### config.mk
export PLATFORM = sky130hd
export DESIGN_NAME = frame_update_scheduler_flat
export DESIGN_NICKNAME = d
export VERILOG_FILES = /design/src/rtl/frame_update_scheduler_if.sv /design/src/rtl/frame_update_scheduler.sv /design/src/flat_wrapper.sv
export SDC_FILE = /design/constraint.sdc
export NUM_CORES = 1
export LEC_CHECK = 0
export ABC_AREA = 1
export CAP_MARGIN = 20
export CORE_ASPECT_RATIO = 1.4
export CORE_MARGIN = 4
export CORE_UTILIZATION = 46
export CTS_CLUSTER_DIAMETER = 30
export DETAILED_ROUTE_END_ITERATION = 6
export PLACE_DENSITY = 0.86
export SLEW_MARGIN = 5
export SYNTH_ARGS = -nofsm -noshare
export SYNTH_HDL_FRONTEND = slang
export SYNTH_SLANG_ARGS = --single-unit
### constraint.sdc
create_clock -name i_clk -period 1.6 [get_ports i_clk]
set_input_delay 0.32 -clock i_clk [delete_from_list [all_inputs] [get_ports i_clk]]
set_output_delay 0.32 -clock i_clk [all_outputs]
set_load 0.05 [all_outputs]
### src/rtl/frame_update_scheduler_if.sv
// Scheduler bus: raster position, per-client update handshake and status.
// The master side is the raster/client fabric, the slave side is the scheduler.
interface frame_update_scheduler_if #(
  parameter int NUM_CLIENTS = 4
);
  logic [9:0]             i_hcount;
  logic [9:0]             i_vcount;
  logic                   i_enable;
  logic [NUM_CLIENTS-1:0] i_client_en;
  logic [NUM_CLIENTS-1:0] i_upd_ack;
  logic                   i_clear_err;
  logic [NUM_CLIENTS-1:0] o_upd_req;
  logic                   o_frame_tick;
  logic                   o_commit;
  logic                   o_busy;
  logic                   o_overrun;
  logic                   o_timeout_err;
  logic [15:0]            o_frame_count;

  modport master (
    output i_hcount, i_vcount, i_enable, i_client_en, i_upd_ack, i_clear_err,
    input  o_upd_req, o_frame_tick, o_commit, o_busy, o_overrun, o_timeout_err,
           o_frame_count
  );

  modport slave (
    input  i_hcount, i_vcount, i_enable, i_client_en, i_upd_ack, i_clear_err,
    output o_upd_req, o_frame_tick, o_commit, o_busy, o_overrun, o_timeout_err,
           o_frame_count
  );
endinterface

### src/rtl/frame_update_scheduler.sv
// Per-frame update sequencer: during vertical blanking it hands an update
// slot to each enabled client in ascending index order, then pulses commit
// so object registers swap before the next visible frame.
//
// state     | meaning
// ----------+-------------------------------------------------------------
// ST_IDLE   | waiting for the first blanking line (hcount 0)
// ST_GRANT  | one client holds upd_req; waiting for its ack or timeout
// ST_COMMIT | commit pulse cycle; back to idle on the next edge
module frame_update_scheduler #(
  parameter int NUM_CLIENTS    = 4,
  parameter int V_ACTIVE_START = 35,
  parameter int V_ACTIVE_END   = 514,
  parameter int TIMEOUT_CYCLES = 4096
) (
  input logic                     i_clk,
  input logic                     i_reset,
  frame_update_scheduler_if.slave bus
);

  localparam int IDX_W = (NUM_CLIENTS > 1) ? $clog2(NUM_CLIENTS) : 1;
  localparam int TMR_W = $clog2(TIMEOUT_CYCLES);

  // Loaded when a grant is issued; reaching zero on an edge without an ack
  // means the grant has been held for TIMEOUT_CYCLES cycles.
  localparam logic [TMR_W-1:0] TMR_LOAD      = TMR_W'(TIMEOUT_CYCLES - 1);
  localparam logic [9:0]       START_LINE    = 10'(V_ACTIVE_END + 1);
  localparam logic [9:0]       DEADLINE_LINE = 10'(V_ACTIVE_START);

  localparam logic [1:0] ST_IDLE   = 2'd0;
  localparam logic [1:0] ST_GRANT  = 2'd1;
  localparam logic [1:0] ST_COMMIT = 2'd2;

  logic [1:0]             r_state;
  logic [NUM_CLIENTS-1:0] r_mask;
  logic [IDX_W-1:0]       r_idx;
  logic [TMR_W-1:0]       r_timer;
  logic [NUM_CLIENTS-1:0] r_req;
  logic                   r_frame_tick;
  logic                   r_commit;
  logic                   r_busy;
  logic                   r_overrun;
  logic                   r_timeout_err;
  logic [15:0]            r_frame_count;

  logic                   w_start;
  logic                   w_deadline;
  logic                   w_ack_hit;
  logic                   w_tmr_expired;
  logic                   w_advance;
  logic                   w_timeout;
  logic                   w_commit_set;
  logic [IDX_W-1:0]       w_first_idx;
  logic                   w_first_vld;
  logic [IDX_W-1:0]       w_next_idx;
  logic                   w_next_vld;

  assign w_start = (r_state == ST_IDLE) && bus.i_enable &&
                   (bus.i_hcount == 10'd0) && (bus.i_vcount == START_LINE);

  // Deadline beats everything else in the same cycle, including an ack.
  assign w_deadline = (r_state != ST_IDLE) &&
                      (bus.i_hcount == 10'd0) && (bus.i_vcount == DEADLINE_LINE);

  // Acks only count on the bit that is currently granted.
  assign w_ack_hit     = |(bus.i_upd_ack & r_req);
  assign w_tmr_expired = (r_timer == '0);
  assign w_advance     = (r_state == ST_GRANT) && !w_deadline &&
                         (w_ack_hit || w_tmr_expired);
  assign w_timeout     = (r_state == ST_GRANT) && !w_deadline &&
                         !w_ack_hit && w_tmr_expired;
  assign w_commit_set  = !w_deadline &&
                         ((w_start && !w_first_vld) || (w_advance && !w_next_vld));

  // Lowest enabled client at frame start (taken straight from client_en).
  always_comb begin
    w_first_idx = '0;
    w_first_vld = 1'b0;
    for (int i = NUM_CLIENTS - 1; i >= 0; i--) begin
      if (bus.i_client_en[i]) begin
        w_first_idx = IDX_W'(i);
        w_first_vld = 1'b1;
      end
    end
  end

  // Next higher client in the latched mask after the one currently granted.
  always_comb begin
    w_next_idx = '0;
    w_next_vld = 1'b0;
    for (int i = NUM_CLIENTS - 1; i >= 0; i--) begin
      if (r_mask[i] && (IDX_W'(i) > r_idx)) begin
        w_next_idx = IDX_W'(i);
        w_next_vld = 1'b1;
      end
    end
  end

  // Frame sequencing: start, back-to-back grants, commit, deadline abort.
  always_ff @(posedge i_clk) begin
    if (i_reset) begin
      r_state      <= ST_IDLE;
      r_mask       <= '0;
      r_idx        <= '0;
      r_timer      <= '0;
      r_req        <= '0;
      r_frame_tick <= 1'b0;
      r_commit     <= 1'b0;
      r_busy       <= 1'b0;
    end else begin
      r_frame_tick <= 1'b0;
      r_commit     <= 1'b0;
      if (w_deadline) begin
        r_state <= ST_IDLE;
        r_req   <= '0;
        r_busy  <= 1'b0;
      end else begin
        case (r_state)
          ST_IDLE: begin
            if (w_start) begin
              r_frame_tick <= 1'b1;
              r_busy       <= 1'b1;
              r_mask       <= bus.i_client_en;
              if (w_first_vld) begin
                r_state <= ST_GRANT;
                r_idx   <= w_first_idx;
                r_req   <= NUM_CLIENTS'(1) << w_first_idx;
                r_timer <= TMR_LOAD;
              end else begin
                r_state  <= ST_COMMIT;
                r_commit <= 1'b1;
              end
            end
          end
          ST_GRANT: begin
            if (w_advance) begin
              if (w_next_vld) begin
                r_idx   <= w_next_idx;
                r_req   <= NUM_CLIENTS'(1) << w_next_idx;
                r_timer <= TMR_LOAD;
              end else begin
                r_req    <= '0;
                r_state  <= ST_COMMIT;
                r_commit <= 1'b1;
              end
            end else begin
              r_timer <= r_timer - 1'b1;
            end
          end
          ST_COMMIT: begin
            r_busy  <= 1'b0;
            r_state <= ST_IDLE;
          end
          default: begin
            r_state <= ST_IDLE;
            r_req   <= '0;
            r_busy  <= 1'b0;
          end
        endcase
      end
    end
  end

  // Sticky error flags; a set in the same cycle as clear_err wins.
  always_ff @(posedge i_clk) begin
    if (i_reset) begin
      r_overrun     <= 1'b0;
      r_timeout_err <= 1'b0;
    end else begin
      if (w_deadline) begin
        r_overrun <= 1'b1;
      end else if (bus.i_clear_err) begin
        r_overrun <= 1'b0;
      end
      if (w_timeout) begin
        r_timeout_err <= 1'b1;
      end else if (bus.i_clear_err) begin
        r_timeout_err <= 1'b0;
      end
    end
  end

  // Committed-frame counter, updated together with the commit pulse.
  always_ff @(posedge i_clk) begin
    if (i_reset) begin
      r_frame_count <= '0;
    end else if (w_commit_set) begin
      r_frame_count <= r_frame_count + 16'd1;
    end
  end

  assign bus.o_upd_req     = r_req;
  assign bus.o_frame_tick  = r_frame_tick;
  assign bus.o_commit      = r_commit;
  assign bus.o_busy        = r_busy;
  assign bus.o_overrun     = r_overrun;
  assign bus.o_timeout_err = r_timeout_err;
  assign bus.o_frame_count = r_frame_count;

endmodule

### src/flat_wrapper.sv
// flat-port wrapper written by rule: the top's interface ports become plain ports
module frame_update_scheduler_flat 
#(
  parameter int NUM_CLIENTS    = 4,
  parameter int V_ACTIVE_START = 35,
  parameter int V_ACTIVE_END   = 514,
  parameter int TIMEOUT_CYCLES = 4096
)
  (i_clk, i_reset, bus_i_hcount, bus_i_vcount, bus_i_enable, bus_i_client_en, bus_i_upd_ack, bus_i_clear_err, bus_o_upd_req, bus_o_frame_tick, bus_o_commit, bus_o_busy, bus_o_overrun, bus_o_timeout_err, bus_o_frame_count);
  frame_update_scheduler_if #(.NUM_CLIENTS(NUM_CLIENTS)) bus_i ();
  input logic i_clk;
  input logic i_reset;
  input wire logic [$bits(bus_i.i_hcount)-1:0] bus_i_hcount;
  input wire logic [$bits(bus_i.i_vcount)-1:0] bus_i_vcount;
  input wire logic [$bits(bus_i.i_enable)-1:0] bus_i_enable;
  input wire logic [$bits(bus_i.i_client_en)-1:0] bus_i_client_en;
  input wire logic [$bits(bus_i.i_upd_ack)-1:0] bus_i_upd_ack;
  input wire logic [$bits(bus_i.i_clear_err)-1:0] bus_i_clear_err;
  output wire logic [$bits(bus_i.o_upd_req)-1:0] bus_o_upd_req;
  output wire logic [$bits(bus_i.o_frame_tick)-1:0] bus_o_frame_tick;
  output wire logic [$bits(bus_i.o_commit)-1:0] bus_o_commit;
  output wire logic [$bits(bus_i.o_busy)-1:0] bus_o_busy;
  output wire logic [$bits(bus_i.o_overrun)-1:0] bus_o_overrun;
  output wire logic [$bits(bus_i.o_timeout_err)-1:0] bus_o_timeout_err;
  output wire logic [$bits(bus_i.o_frame_count)-1:0] bus_o_frame_count;
  assign bus_i.i_hcount = bus_i_hcount;
  assign bus_i.i_vcount = bus_i_vcount;
  assign bus_i.i_enable = bus_i_enable;
  assign bus_i.i_client_en = bus_i_client_en;
  assign bus_i.i_upd_ack = bus_i_upd_ack;
  assign bus_i.i_clear_err = bus_i_clear_err;
  assign bus_o_upd_req = bus_i.o_upd_req;
  assign bus_o_frame_tick = bus_i.o_frame_tick;
  assign bus_o_commit = bus_i.o_commit;
  assign bus_o_busy = bus_i.o_busy;
  assign bus_o_overrun = bus_i.o_overrun;
  assign bus_o_timeout_err = bus_i.o_timeout_err;
  assign bus_o_frame_count = bus_i.o_frame_count;
  frame_update_scheduler #(.NUM_CLIENTS(NUM_CLIENTS), .V_ACTIVE_START(V_ACTIVE_START), .V_ACTIVE_END(V_ACTIVE_END), .TIMEOUT_CYCLES(TIMEOUT_CYCLES)) u_core (.i_clk(i_clk), .i_reset(i_reset), .bus(bus_i));
endmodule
# After elaboration in Yosys (flattened, before gate mapping)
# Index checks and enable logic that the tools add are counted.
# op_classes
magnitude_cmp	4
eq_ne	10
n_reduce_logical	38
add_sub_neg	2
shifts	2
mux	47
n_bitwise	5
# ops
cell	n
12-bit 2-to-1 mux	4
2-bit 2-to-1 mux	16
12-bit one-hot mux with 2 select lines	1
1-bit 2-to-1 mux	17
16-bit by 1-bit adder with 16-bit output, second input constant	1
1-bit logical AND	16
4-bit 2-to-1 mux	4
12-bit logical NOT	1
4-bit one-hot mux with 3 select lines	1
12-bit by 1-bit subtractor with 12-bit output, second input constant	1
10-bit equality test, second input constant	1
10-bit by 6-bit equality test with 1-bit output, second input constant	1
10-bit logical NOT	1
2-bit by 1-bit inequality test with 1-bit output, second input constant	4
2-bit one-hot mux with 2 select lines	2
2-bit nonzero test	4
1-bit by 2-bit left shift with 4-bit output, first input constant	2
3-bit AND reduction	2
6-bit AND reduction	1
5-bit AND reduction	1
4-bit bitwise AND	1
1-bit by 2-bit > comparator with 1-bit output, first input constant	2
2-bit > comparator, first input constant	2
1-bit logical NOT	4
other kinds (13)	18
# totals
word_cells	119
inputBits	32
output_inout_bits	25
regBits	45

# Depth between registers and ports, before layout
# Gate-level depths: netlist of run 1.
# depth
ltp_word	10
depth_mapped	14
mapped_depth_nobuf	13

# Worst setup path after synthesis of run 1
# Ideal clock, no wire load.
# synth_timing
path_kind	reg-to-reg
start	reg u_core.r_frame_count[0] (netlist: u_core.bus.o_frame_count[0])
end	reg u_core.r_frame_count[14] (netlist: u_core.bus.o_frame_count[14])
synth_period_minus_slack_ps	1757
n_path_buf	0
required_time_ps	1460
setup_ps	140
path_slack_ps	-157
arrival_ps	1616
path_stages_with_launch	8
path_cell_list	dfxtp_1 ha_1 nand3_1 nor2_1 nand3_1 xnor2_1 nand2_2 a21oi_2
# synth_between
elab_chain_cells	1
# synth_lines
item	line	text
from (decl)	frame_update_scheduler.sv:44	logic [15:0] r_frame_count;
from (signal assigned)	frame_update_scheduler.sv:188	r_frame_count <= r_frame_count + 16'd1;
16-bit by 1-bit adder with 16-bit output	frame_update_scheduler.sv:188	
# No other way between the ends.
# A chain may end at the register's enable or synchronous reset.

# Worst setup path after layout of run 1
# layout_timing
start	reg u_core.r_timer[1]
end	reg u_core.r_req[1] (netlist: u_core.bus.o_upd_req[1])
# layout_between
elab_chain_cells	5
# layout_lines
item	line	text
from (decl)	frame_update_scheduler.sv:37	logic [TMR_W-1:0] r_timer;
from (signal assigned)	frame_update_scheduler.sv:147	r_timer <= r_timer - 1'b1;
12-bit logical NOT	frame_update_scheduler.sv:67	assign w_tmr_expired = (r_timer == '0);
1-bit logical OR	frame_update_scheduler.sv:69	(w_ack_hit || w_tmr_expired);
1-bit logical AND	frame_update_scheduler.sv:68	assign w_advance = (r_state == ST_GRANT) && !w_deadline &&
2-bit by 1-bit inequality test with 1-bit output (no source line)	-	
4-bit AND reduction (no source line)	-	
to (signal assigned)	frame_update_scheduler.sv:127	r_req <= NUM_CLIENTS'(1) << w_first_idx;
to (signal assigned)	frame_update_scheduler.sv:139	r_req <= NUM_CLIENTS'(1) << w_next_idx;
to (decl)	frame_update_scheduler.sv:38	logic [NUM_CLIENTS-1:0] r_req;
# No other way between the ends.

==> impl_summary.txt, run 1 <==
----------------------------------------------------
[Job]
  Number of max-capacitance violations reported ... 0

[Global routing]
  Overall routing resource usage ... 23.5%
  Maximum number of pins on one net before global-route repair ... 19
  Most crowded layer after global routing ... met2
  Number of global-route vias before repair ... 3174
  Global-route wire length before repair ... 13800 um
  Number of antenna violations at the first check in global routing ... 0
  Met1 Resource Use GR ... 24.6%
  Global Route met3 Usage ... 4.25%
  Residual overflow from global routing ... 0
  Met2 demand-to-capacity share in global routing ... 43.8%

[Worst setup path]
  Worst r2r path cells ... 12
  Data arrival time of the worst path ... 2.06 ns
  Kind of critical path ... register to register
  R2R Path Start ... u_core.r_timer[1]
  Kind of start point of the critical path ... register
  Critical path endpoint category ... register
  Largest fanout on the critical path ... 8
  Launch point of the worst path ... u_core.r_timer[1]
  Reg2reg end ... u_core.bus.o_upd_req[1]
  Data required time of the critical path ... 1.80 ns
  Destination of the critical timing path ... u_core.bus.o_upd_req[1]
  Reg-to-reg slack, setup ... -0.25 ns

[Pwr]
  Maximum ir drop on the vdd rail ... 0.684 mV
  Power density over cell area ... 453 mW/mm^2
  Static Leak ... 2.00 nW

[Clocking]
  Clock tree from TritonCTS ... built
  Quantity of hold-fixing buffers added after cts ... 0
  H-tree levels ... 2
  Clk Latency, worst-skew pair ... 0.31 ns
  Clock slew at the register clock pins of the worst setup and hold paths ... 0.09 ns
  Root buffer cell ... sky130_fd_sc_hd__clkbuf_8
  Max clock buf depth ... 2
  CTS sink count ... 44
  TritonCTS Buffers ... 5

[Synthesis]
  Netlist area before placement ... 0.00273 mm^2
  Seq cells post-synth ... 44
  Synth cell types ... 34
  Sequential area share after synthesis ... 32.3%
  Syn Inst Count ... 412
  Mapped Nets ... 446
  Average size of a mapped cell ... 6.62 um^2
  Yosys warnings ... 0

[Place]
  Final GP Congestion ... 0.921
  Half-perimeter wire length of the detailed placement result ... 5600 um
  Number of buffers inserted by port buffering ... 56
  Post-DP Area ... 0.00382 mm^2

[Drt]
  Routed length per placed instance ... 17.7 um
  Antenna Nets Post-Route ... 0
  Drt drc ... 0
  Avg Vias per Cell ... 5.58
  Wire length after detailed routing ... 10700 um
  Detailed Route Iter0 Violations ... 383
  Pre-antenna DRT Iters ... 5
  Vias ... 3377

[Outcome]
  Result of the run ... complete, but fails checks
  Violated checks ... setup timing

[Finish]
  Antenna Cells ... 0
  Top library cells by usage in the layout, fill and taps aside ... sky130_fd_sc_hd__nand2_1, sky130_fd_sc_hd__buf_4, sky130_fd_sc_hd__nor2_1
  Commonest non-fill, non-tap cell in the layout ... sky130_fd_sc_hd__nand2_1
  Final design area excluding fillers ... 0.00449 mm^2
  Fin nets ... 570
  Share of final-layout standard cells stronger than drive strength 1 ... 44.9%
  Area Overhead vs Synth ... 64.6%

[Timing]
  Worst hold margin ... 0.481 ns
  Rel. slew slack ... 74.2%
  Final Setup Violations ... 35
  Worst setup skew after layout ... 0.00795 ns
  Worst Slack Setup Final ... -0.255 ns
  RSZ-0062 raised after global routing ... yes
  Final hold violations ... 0
  Final period util ... 116%
  Achievable Freq ... 0.539 GHz
  Total count of max-transition violations in the final report ... 0
  Final worst path period need ... 1.85 ns
  Measured slew at the worst slew-check pin ... 0.383 ns

[Floorplan]
  Die outline area ... 0.00725 mm^2
  Num rows ... 32
  I/O pins ... 57
  Die extent in x ... 73.1 um
  Starting density of the core ... 48.3%
  Height of the chip ... 99.1 um
  Placeable core area ... 0.00565 mm^2

[Worst hold path]
  Class of the tightest hold or removal check ... register to register
  Hold Crit Start ... u_core.bus.o_overrun

----------------------------------------------------
## logic make-up (layout without fill, tap and decap cells)
group                      count (synthesis)  in the layout  synth area share [%]
AOI/OAI and AO/OA                         42             42                  9.86
xor gates and xnor gates                  13             13                  4.17
adders and majority gates                  2              2                 0.917
buffers and inverters                     64            186                  10.3
DFF                                       44             44                  32.3
and+or+nand+nor                          247            250                  42.5
## cells in the mapped netlist, drive strengths merged
library cell / n / area share (%)
clkinv: 1 / 0.14
ha: 2 / 0.92
a31oi: 1 / 0.23
o22ai: 1 / 0.23
buf: 8 / 2.6
a22oi: 2 / 0.55
nor2: 80 / 12
nor3: 13 / 2.4
nand4: 2 / 1.0
xor2: 9 / 2.9
xnor2: 4 / 1.3
a31o: 1 / 0.32
clkbuf: 2 / 0.28
a21oi: 27 / 6.5
o31ai: 1 / 0.28
nand3: 37 / 7.4
inv: 53 / 7.3
nand3b: 1 / 0.28
nand2: 114 / 19
o21ai: 9 / 1.8
dfxtp: 44 / 32
## metal layers
metal  part of all wire [%]  up-vias  routed length, um
li1                       -     1542                  -
met1                     35     1558               3700
met2                     52      201               5590
met3                    6.4       76                685
met4                    6.8        0                723
met5                      0        -                  0
## power breakdown
part,total (mW),internal (mW),switching (mW)
Sequential,1.09,1.09,0.000000933
Combinational,0.175,0.0884,0.0866
Clock,0.767,0.352,0.415
Total,2.03,1.53,0.502
## critical path, cell delays in order (launching register included)
cell and delay (ns):
sky130_fd_sc_hd__dfxtp_2 0.35, sky130_fd_sc_hd__inv_2 0.10, sky130_fd_sc_hd__ha_4 0.16, sky130_fd_sc_hd__nand2_4 0.06, sky130_fd_sc_hd__nor2_4 0.12, sky130_fd_sc_hd__nand2_4 0.07
sky130_fd_sc_hd__nand2_4 0.11, sky130_fd_sc_hd__a21oi_4 0.10, sky130_fd_sc_hd__buf_6 0.13, sky130_fd_sc_hd__nor2_4 0.23, sky130_fd_sc_hd__nand3_2 0.13, sky130_fd_sc_hd__nand2_1 0.12
sky130_fd_sc_hd__nor2_1 0.06
## sequential cells by signal, summed over array words and instances, names as in the netlist
signal                    flops
u_core.bus.o_frame_count     16
u_core.r_timer               12
u_core.bus.o_upd_req          4
u_core.r_mask                 3
u_core.r_idx                  2
u_core.r_state                2
u_core.bus.o_busy             1
u_core.bus.o_commit           1
u_core.bus.o_frame_tick       1
u_core.bus.o_overrun          1
u_core.bus.o_timeout_err      1
## area by class of cell
type                            count  area (um^2)
Clock buffer                        7         86.3
Clock inverter                      1         7.51
Fill cell                         330         1150
Inverter                           54          208
Multi-Input combinational cell    307         1970
Sequential cell                    44          905
Tap cell                           68         85.1
Timing Repair Buffer              124         1230
## stage by stage
stage	TNS, ns	setup WS [ns]	utilization (%)	instances	total power, mW
final	-3.56	-0.255	79.5	605	2.03
after global routing	-5.85	-0.314	79.5	605	2.09
after CTS	-0.0160	-0.0160	72.3	595	1.99
after detailed placement	-15.39	-0.446	67.7	580	1.29
after global placement	-13.26	-0.375	67.7	580	1.29
after floorplan	0	0.00340	-	412	1.17
## timing repair
| item | CTS | global route |
|---|---|---|
| endpoints found under the setup margin | 36 | 36 |
| resized for setup | 51 | 73 |
| pin swaps | 36 | 34 |
| cloned | 2 | 4 |
| buffers inserted | 6 | 6 |
## worst min path at each step
| stage | end | slack, ns | cells after the start |
|---|---|---|---|
| finish | u_core.bus.o_overrun | 0.48 | 2 |
| global route | u_core.bus.o_overrun | 0.52 | 2 |
| CTS | u_core.bus.o_overrun | 0.47 | 2 |
| detailed placement | u_core.bus.o_overrun | 0.46 | 2 |
| global placement | u_core.bus.o_overrun | 0.46 | 2 |
| floorplan | u_core.r_idx[0] | 0.45 | 2 |
Note: power is estimated with default switching activity, not from simulation.
==> inputs of run 2 (changes only) <==
--- a/config.mk
+++ b/config.mk
@@ -9,11 +9,10 @@
 export CAP_MARGIN = 20
 export CORE_ASPECT_RATIO = 1.4
 export CORE_MARGIN = 4
-export CORE_UTILIZATION = 46
+export CORE_UTILIZATION = 39
 export CTS_CLUSTER_DIAMETER = 30
 export DETAILED_ROUTE_END_ITERATION = 6
-export PLACE_DENSITY = 0.86
-export SLEW_MARGIN = 5
+export PLACE_DENSITY = 0.76
 export SYNTH_ARGS = -nofsm -noshare
 export SYNTH_HDL_FRONTEND = slang
 export SYNTH_SLANG_ARGS = --single-unit
==> impl_summary.txt, run 2 (synthesized netlist as in run 1, its figures left out) <==
----------------------------------------------------
[Outcome]
  Result of the run ... complete, but fails checks
  Violated checks ... setup timing

[Pwr]
  Maximum ir drop on the vdd rail ... 0.403 mV (-41%)
  Static Leak ... 1.96 nW (-2.0%)
  Power density over cell area ... 520 mW/mm^2 (+15%)
  Design Power ... 2.25 mW (+10%)

[Place]
  Post-place setup slack ... -0.477 ns (-0.0314 ns)
  Number of buffers inserted by port buffering ... 56 (unchanged)
  Half-perimeter wire length of the detailed placement result ... 5540 um (-1.1%)
  Final GP Congestion ... 0.935 (+1.6%)

[Drt]
  Detailed Route Iter0 Violations ... 151 (-61%)
  Pre-antenna DRT Iters ... 4 (-1)
  Avg Vias per Cell ... 4.94 (-12%)
  Antenna Nets Post-Route ... 0 (unchanged)
  Wire length after detailed routing ... 8330 um (-22%)
  Routed length per placed instance ... 13.4 um (-24%)
  Drt drc ... 0 (unchanged)
  Vias ... 3075 (-8.9%)

[Floorplan]
  Placeable core area ... 0.00670 mm^2 (+19%)
  Starting density of the core ... 40.7% (-7.6 points)
  I/O pins ... 57 (unchanged)
  Die extent in x ... 78.7 um (+7.7%)
  Die outline area ... 0.00842 mm^2 (+16%)
  Height of the chip ... 107 um (+7.9%)
  Num rows ... 35 (+9.4%)

[Worst hold path]
  Class of the tightest hold or removal check ... input port to register
  Worst Hold End ... u_core.r_mask[3]
  Hold Crit Start ... bus_i_client_en[3]
  Instance count along the most critical hold path ... 4 (+2)

[Timing]
  Rel. slew slack ... 72.6% (-1.6 points)
  RSZ-0062 raised after global routing ... yes
  Final worst path period need ... 1.75 ns (-0.104 ns)
  Accumulated negative setup slack ... -3.07 ns (+0.492 ns)
  Achievable Freq ... 0.571 GHz (+6.0%)
  Total count of max-transition violations in the final report ... 0 (unchanged)
  Worst hold margin ... 0.411 ns (-0.0695 ns)
  Final period util ... 109% (-6.5 points)
  Measured slew at the worst slew-check pin ... 0.407 ns (+0.0238 ns)
  Worst setup skew after layout ... 0.0138 ns (+0.00585 ns)
  Worst Slack Setup Final ... -0.151 ns (+0.104 ns)
  Final hold violations ... 0 (unchanged)
  Final Setup Violations ... 35 (unchanged)

[Worst setup path]
  Critical path endpoint category ... register
  Reg2reg end ... u_core.bus.o_frame_count[7]
  Largest fanout on the critical path ... 7 (-1)
  CP peak stage delay ... 0.36 ns (about the same)
  Kind of critical path ... register to register
  Critical path's slowest cell ... sky130_fd_sc_hd__dfxtp_1
  Number of buffers and inverters on the critical path ... 1 (-1)
  Launch point of the worst path ... u_core.r_timer[3]
  Data arrival time of the worst path ... 1.98 ns (-0.08 ns)
  Worst r2r path cells ... 10 (-2)
  R2R Path Start ... u_core.r_timer[3]
  Most frequent CP cell ... sky130_fd_sc_hd__nand2_4
  Data required time of the critical path ... 1.82 ns (+0.02 ns)
  Kind of cell adding the most delay to the critical path ... simple AND/OR/NAND/NOR gates
  Reg-to-reg slack, setup ... -0.15 ns (+0.10 ns)
  Kind of start point of the critical path ... register
  Ordered list of cells on the worst path ... nor2_1 -> nand2_4 -> nor2_4 -> nand2_2 -> nand2_4 -> nand4_4 -> nand2_4 -> buf_8 -> o21ai_2 -> a21oi_2

[Clocking]
  CTS sink count ... 44 (unchanged)
  Clock slew at the register clock pins of the worst setup and hold paths ... 0.09 ns (about the same)
  Max clock buf depth ... 2 (unchanged)
  Root buffer cell ... sky130_fd_sc_hd__clkbuf_8
  H-tree levels ... 2 (unchanged)
  Clk Latency, worst-skew pair ... 0.30 ns (about the same)
  Clock tree from TritonCTS ... built
  TritonCTS Buffers ... 5 (unchanged)

[Finish]
  Area Overhead vs Synth ... 58.3%
  End-of-flow core utilization ... 64.5% (-15 points)
  Antenna Cells ... 0 (unchanged)
  Area used by sequential logic in the layout ... 901 um^2 (-0.41%)
  Number of flip-flops under the largest register name ... 16 (unchanged)
  Top library cells by usage in the layout, fill and taps aside ... sky130_fd_sc_hd__nand2_1, sky130_fd_sc_hd__nor2_1, sky130_fd_sc_hd__buf_4
  Share of final-layout standard cells stronger than drive strength 1 ... 37.9% (-7.0 points)
  Area used by multi-input combinational logic ... 0.00180 mm^2 (-8.8%)
  Number of inserted filler cells in the final layout ... 565 (+71%)
  Fin nets ... 565 (-0.88%)
  Commonest non-fill, non-tap cell in the layout ... sky130_fd_sc_hd__nand2_1

[Job]
  Number of max-capacitance violations reported ... 0 (unchanged)

[Global routing]
  Number of global-route vias before repair ... 2951 (-7.0%)
  Maximum number of pins on one net before global-route repair ... 18 (-1)
  Global-route wire length before repair ... 12900 um (-6.7%)
  Residual overflow from global routing ... 0 (unchanged)
  Number of antenna violations at the first check in global routing ... 0 (unchanged)
  Overall routing resource usage ... 18.8% (-4.7 points)

----------------------------------------------------
run 2: cell types whose count changed in the layout (fill, tap and decap cells not counted), moves of 4 or more:
cell / previous run / this run
sky130_fd_sc_hd__nand3_2: 17 / 7
sky130_fd_sc_hd__a21oi_2: 14 / 10
sky130_fd_sc_hd__nor2_4: 10 / 5
sky130_fd_sc_hd__o21ai_2: 5 / 1
sky130_fd_sc_hd__nor2_2: 13 / 8
sky130_fd_sc_hd__nor2_1: 57 / 67
sky130_fd_sc_hd__o21ai_1: 0 / 4
sky130_fd_sc_hd__a21oi_1: 12 / 16
sky130_fd_sc_hd__buf_4: 70 / 66
sky130_fd_sc_hd__nand3_1: 18 / 27
run 2: timing repair:
| item | 4_1_cts | 5_1_grt |
|---|---|---|
| resized for setup | 39 | 41 |
| setup endpoints to repair | 36 | 34 |
| pin swaps | 29 | 33 |
| buffers inserted | 6 | 4 |
| hold buffers | 0 | 0 |
| gates cloned | 3 | 1 |
run 2: metal layers:
metal	global-route usage (%)	part of all wire, %
met4	7.00	3.9
met3	2.86	4.6
met2	35.9	55
met1	20.5	37
met5	0	0
run 2: power breakdown:
part / leakage (nW) / internal [mW] / switching (mW) / total, mW
Sequential: 0.362 / 1.09 / 0.000000875 / 1.09
Combinational: 1.53 / 0.0855 / 0.0718 / 0.157
Clock: 0.0642 / 0.615 / 0.380 / 0.995
Total: 1.96 / 1.79 / 0.452 / 2.25
run 2: worst max path at each step:
stage / to / slack [ns] / cells past startpoint
detailed placement: u_core.bus.o_frame_count[7] / -0.48 / 10
finish: u_core.bus.o_frame_count[7] / -0.15 / 10
global placement: u_core.bus.o_frame_count[7] / -0.40 / 10
floorplan: u_core.bus.o_frame_count[14] / 0.003 / 12
CTS: u_core.r_timer[3] / 0.004 / 13
global route: u_core.bus.o_frame_count[3] / -0.21 / 12
run 2: final cells by class:
type | count | share of cell area (%)
well taps | 92 | 2.67
clock inverters | 2 | 1.39
multi-input cells | 307 | 41.7
inverters | 54 | 4.75
flip-flops and latches | 44 | 20.9
repair buffers | 119 | 27.1
clock buffers | 5 | 1.59
run 2: metrics by stage:
stage / cells / instance area [um^2]
floorplan: 412 / 2750
global placement: 603 / 3840
detailed placement: 603 / 3840
CTS: 619 / 4110
global route: 623 / 4320
finish: 623 / 4320
run 2: worst register-to-register path, stage by stage (launching register included):
cell and delay, ns:
sky130_fd_sc_hd__dfxtp_1 0.36, sky130_fd_sc_hd__nor2_1 0.25, sky130_fd_sc_hd__nand2_4 0.10, sky130_fd_sc_hd__nor2_4 0.13, sky130_fd_sc_hd__nand2_2 0.08, sky130_fd_sc_hd__nand2_4 0.10
sky130_fd_sc_hd__nand4_4 0.13, sky130_fd_sc_hd__nand2_4 0.16, sky130_fd_sc_hd__buf_8 0.16, sky130_fd_sc_hd__o21ai_2 0.08, sky130_fd_sc_hd__a21oi_2 0.12
==> inputs of run 3 (changes only) <==
--- a/config.mk
+++ b/config.mk
@@ -7,12 +7,14 @@
 export LEC_CHECK = 0
 export ABC_AREA = 1
 export CAP_MARGIN = 20
+export CELL_PAD_IN_SITES_DETAIL_PLACEMENT = 1
+export CELL_PAD_IN_SITES_GLOBAL_PLACEMENT = 1
 export CORE_ASPECT_RATIO = 1.4
 export CORE_MARGIN = 4
-export CORE_UTILIZATION = 39
+export CORE_UTILIZATION = 32
 export CTS_CLUSTER_DIAMETER = 30
 export DETAILED_ROUTE_END_ITERATION = 6
-export PLACE_DENSITY = 0.76
+export PLACE_DENSITY = 0.86
 export SYNTH_ARGS = -nofsm -noshare
 export SYNTH_HDL_FRONTEND = slang
 export SYNTH_SLANG_ARGS = --single-unit
==> impl_summary.txt, run 3 (synthesized netlist as in run 1, its figures left out) <==
----------------------------------------------------
[Outcome]
  Result of the run ... complete, but fails checks
  Violated checks ... setup timing

[Finish]
  Antenna Cells ... 0 (unchanged)
  Number of flip-flops under the largest register name ... 16 (unchanged)
  Top library cells by usage in the layout, fill and taps aside ... sky130_fd_sc_hd__buf_4, sky130_fd_sc_hd__nand2_1, sky130_fd_sc_hd__nor2_1
  Non-Filler Instances ... 651 (+4.5%)
  Fin nets ... 582 (+3.0%)
  Final design area excluding fillers ... 0.00475 mm^2 (+9.9%)
  Area Overhead vs Synth ... 73.9%
  Commonest non-fill, non-tap cell in the layout ... sky130_fd_sc_hd__buf_4
  Share of final-layout standard cells stronger than drive strength 1 ... 46.6% (+8.8 points)

[Pwr]
  Share of power burned in the clock network ... 48.8% (+4.5 points)
  Part of the power in combinational logic ... 7.7% (+0.7 points)
  Total net switching power ... 0.589 mW (+30%)
  Flop pwr share ... 43.5% (-5.2 points)
  Design Power ... 2.51 mW (+12%)
  Int Pwr ... 1.92 mW (+6.9%)
  Switching share of power ... 23.5% (+3.4 points)
  Maximum ir drop on the vdd rail ... 0.508 mV (+26%)
  Static Leak ... 2.05 nW (+4.8%)
  Power density over cell area ... 528 mW/mm^2 (+1.6%)

[Global routing]
  Residual overflow from global routing ... 0 (unchanged)
  Number of global-route vias before repair ... 3881 (+32%)
  Global-route wire length before repair ... 19100 um (+49%)
  Most crowded layer after global routing ... met2
  Met1 Resource Use GR ... 23.3% (+2.8 points)
  Met2 demand-to-capacity share in global routing ... 48.0% (+12 points)
  Maximum number of pins on one net before global-route repair ... 18 (unchanged)
  Number of antenna violations at the first check in global routing ... 0 (unchanged)
  Global Route met3 Usage ... 4.41% (+1.6 points)
  Overall routing resource usage ... 24.3% (+5.5 points)

[Worst setup path]
  Data required time of the critical path ... 1.83 ns (about the same)
  Critical path's slowest cell ... sky130_fd_sc_hd__dlygate4sd2_1
  Kind of cell adding the most delay to the critical path ... simple AND/OR/NAND/NOR gates
  Kind of critical path ... input port to register
  R2R Path Start ... u_core.r_state[1]
  Reg2reg end ... u_core.r_timer[3]
  Depth of the critical timing path with buffers and inverters included ... 13 (+3)
  Data arrival time of the worst path ... 2.04 ns (+0.06 ns)
  Number of buffers and inverters on the critical path ... 5 (+4)
  Worst r2r path cells ... 12 (+2)
  Destination of the critical timing path ... u_core.r_timer[3]
  Ordered list of cells on the worst path ... dlygate4sd2_1 -> inv_1 -> nand2_1 -> nor2_2 -> buf_4 -> nand3_4 -> buf_12 -> nand4_4 -> buf_12 -> nand2_8 -> nand2_4 -> nand2_2 -> nor2_2
  Largest fanout on the critical path ... 6 (-1)
  Critical path endpoint category ... register
  Launch point of the worst path ... bus_i_vcount[2]
  Kind of start point of the critical path ... input port
  CP peak stage delay ... 0.25 ns (-0.11 ns)
  Reg-to-reg slack, setup ... -0.19 ns (-0.04 ns)

[Drt]
  Routed length per placed instance ... 20.0 um (+49%)
  Avg Vias per Cell ... 5.25 (+6.3%)
  Vias ... 3416 (+11%)
  Detailed Route Iter0 Violations ... 200 (+32%)
  Antenna Nets Post-Route ... 0 (unchanged)
  Drt drc ... 0 (unchanged)
  Pre-antenna DRT Iters ... 4 (unchanged)
  Wire length after detailed routing ... 13000 um (+56%)

[Place]
  Final GP Congestion ... 0.863 (-7.7%)
  Number of buffers inserted by port buffering ... 56 (unchanged)
  Half-perimeter wire length of the detailed placement result ... 6850 um (+24%)
  Post-DP Area ... 0.00393 mm^2 (+2.1%)
  # placed instances ... 619 (+2.7%)

[Job]
  Number of max-capacitance violations reported ... 0 (unchanged)

[Clocking]
  TritonCTS Buffers ... 5 (unchanged)
  Clock tree from TritonCTS ... built
  H-tree levels ... 2 (unchanged)
  Quantity of hold-fixing buffers added after cts ... 0 (unchanged)
  Clock slew at the register clock pins of the worst setup and hold paths ... 0.07 ns (-0.02 ns)
  Max clock buf depth ... 2 (unchanged)
  Clk Latency, worst-skew pair ... 0.30 ns (about the same)
  CTS sink count ... 44 (unchanged)
  Root buffer cell ... sky130_fd_sc_hd__clkbuf_16

[Timing]
  Final Setup Violations ... 38 (+8.6%)
  Measured slew at the worst slew-check pin ... 0.351 ns (-0.0558 ns)
  Final hold violations ... 0 (unchanged)
  RSZ-0062 raised after global routing ... yes
  Total count of max-transition violations in the final report ... 0 (unchanged)
  Final worst path period need ... 1.81 ns (+0.0633 ns)
  Worst hold margin ... 0.493 ns (+0.0815 ns)
  Final period util ... 113% (+4.0 points)
  Accumulated negative setup slack ... -4.97 ns (-1.90 ns)
  Worst setup skew after layout ... 0.00437 ns (-0.00942 ns)
  Worst Slack Setup Final ... -0.214 ns (-0.0633 ns)
  Rel. slew slack ... 76.6% (+3.9 points)
  Achievable Freq ... 0.551 GHz (-3.5%)

[Worst hold path]
  Class of the tightest hold or removal check ... register to register

[Floorplan]
  Starting density of the core ... 33.1% (-7.6 points)
  I/O pins ... 57 (unchanged)
  Die outline area ... 0.0101 mm^2 (+20%)
  Height of the chip ... 117 um (+9.6%)
  Placeable core area ... 0.00825 mm^2 (+23%)
  Num rows ... 39 (+11%)
  Die extent in x ... 86.0 um (+9.3%)

----------------------------------------------------
run 3: cell count changes in the layout (fill, tap and decap cells not counted), sizes merged:
cell	change
clkdlybuf4s15	+1
buf	+18
bufinv	-1
dlymetal6s2s	-1
clkinv	+1
run 3: tightest hold or removal path: stages (launching register included):
cell	delay [ns]
sky130_fd_sc_hd__dfxtp_1	0.31
sky130_fd_sc_hd__nand2_1	0.07
sky130_fd_sc_hd__a21oi_1	0.07
run 3: power by group through the flow:
stage / logic (mW) / registers [mW] / clock network (mW)
2_1_floorplan: 0.0545 / 1.12 / 0
3_3_place_gp: 0.170 / 1.12 / 0
3_5_place_dp: 0.177 / 1.12 / 0
4_1_cts: 0.169 / 1.09 / 1.21
5_1_grt: 0.205 / 1.09 / 1.27
6_report: 0.194 / 1.09 / 1.22
run 3: worst min path at each step:
stage / startpoint / cells after the start / slack [ns] / to
3_5_place_dp: u_core.bus.o_timeout_err / 2 / 0.47 / u_core.bus.o_timeout_err
2_1_floorplan: u_core.r_idx[0] / 2 / 0.45 / u_core.r_idx[0]
3_3_place_gp: u_core.bus.o_timeout_err / 2 / 0.46 / u_core.bus.o_timeout_err
6_report: u_core.bus.o_timeout_err / 2 / 0.49 / u_core.bus.o_timeout_err
4_1_cts: u_core.bus.o_timeout_err / 2 / 0.48 / u_core.bus.o_timeout_err
5_1_grt: u_core.bus.o_timeout_err / 2 / 0.52 / u_core.bus.o_timeout_err
run 3: final cells by class:
cell class / instances / area [um^2]
fill: 991 / 3500
multi-input combinational: 307 / 1970
timing repair buffer: 136 / 1360
sequential: 44 / 908
inverter: 54 / 215
clock buffer: 6 / 129
tap: 102 / 128
clock inverter: 2 / 35.0
run 3: what timing repair did:
item,CTS,global route
pin swaps,41,28
setup endpoints to repair,36,39
setup buffers,13,7
gates resized for setup,82,55
cloned,5,0
run 3: per-layer routing:
layer / share of wire, % / vias to the layer above
met5: 0 / -
met4: 4.7 / 0
met3: 4.0 / 52
met2: 56 / 116
met1: 36 / 1684
li1: - / 1564
run 3: per-stage QoR:
stage | util (%) | setup slack [ns]
after global routing | 57.5 | -0.328
after detailed placement | 47.6 | -0.553
after floorplan | - | 0.00340
after CTS | 54.4 | -0.0402
after global placement | 47.6 | -0.418
final | 57.5 | -0.214
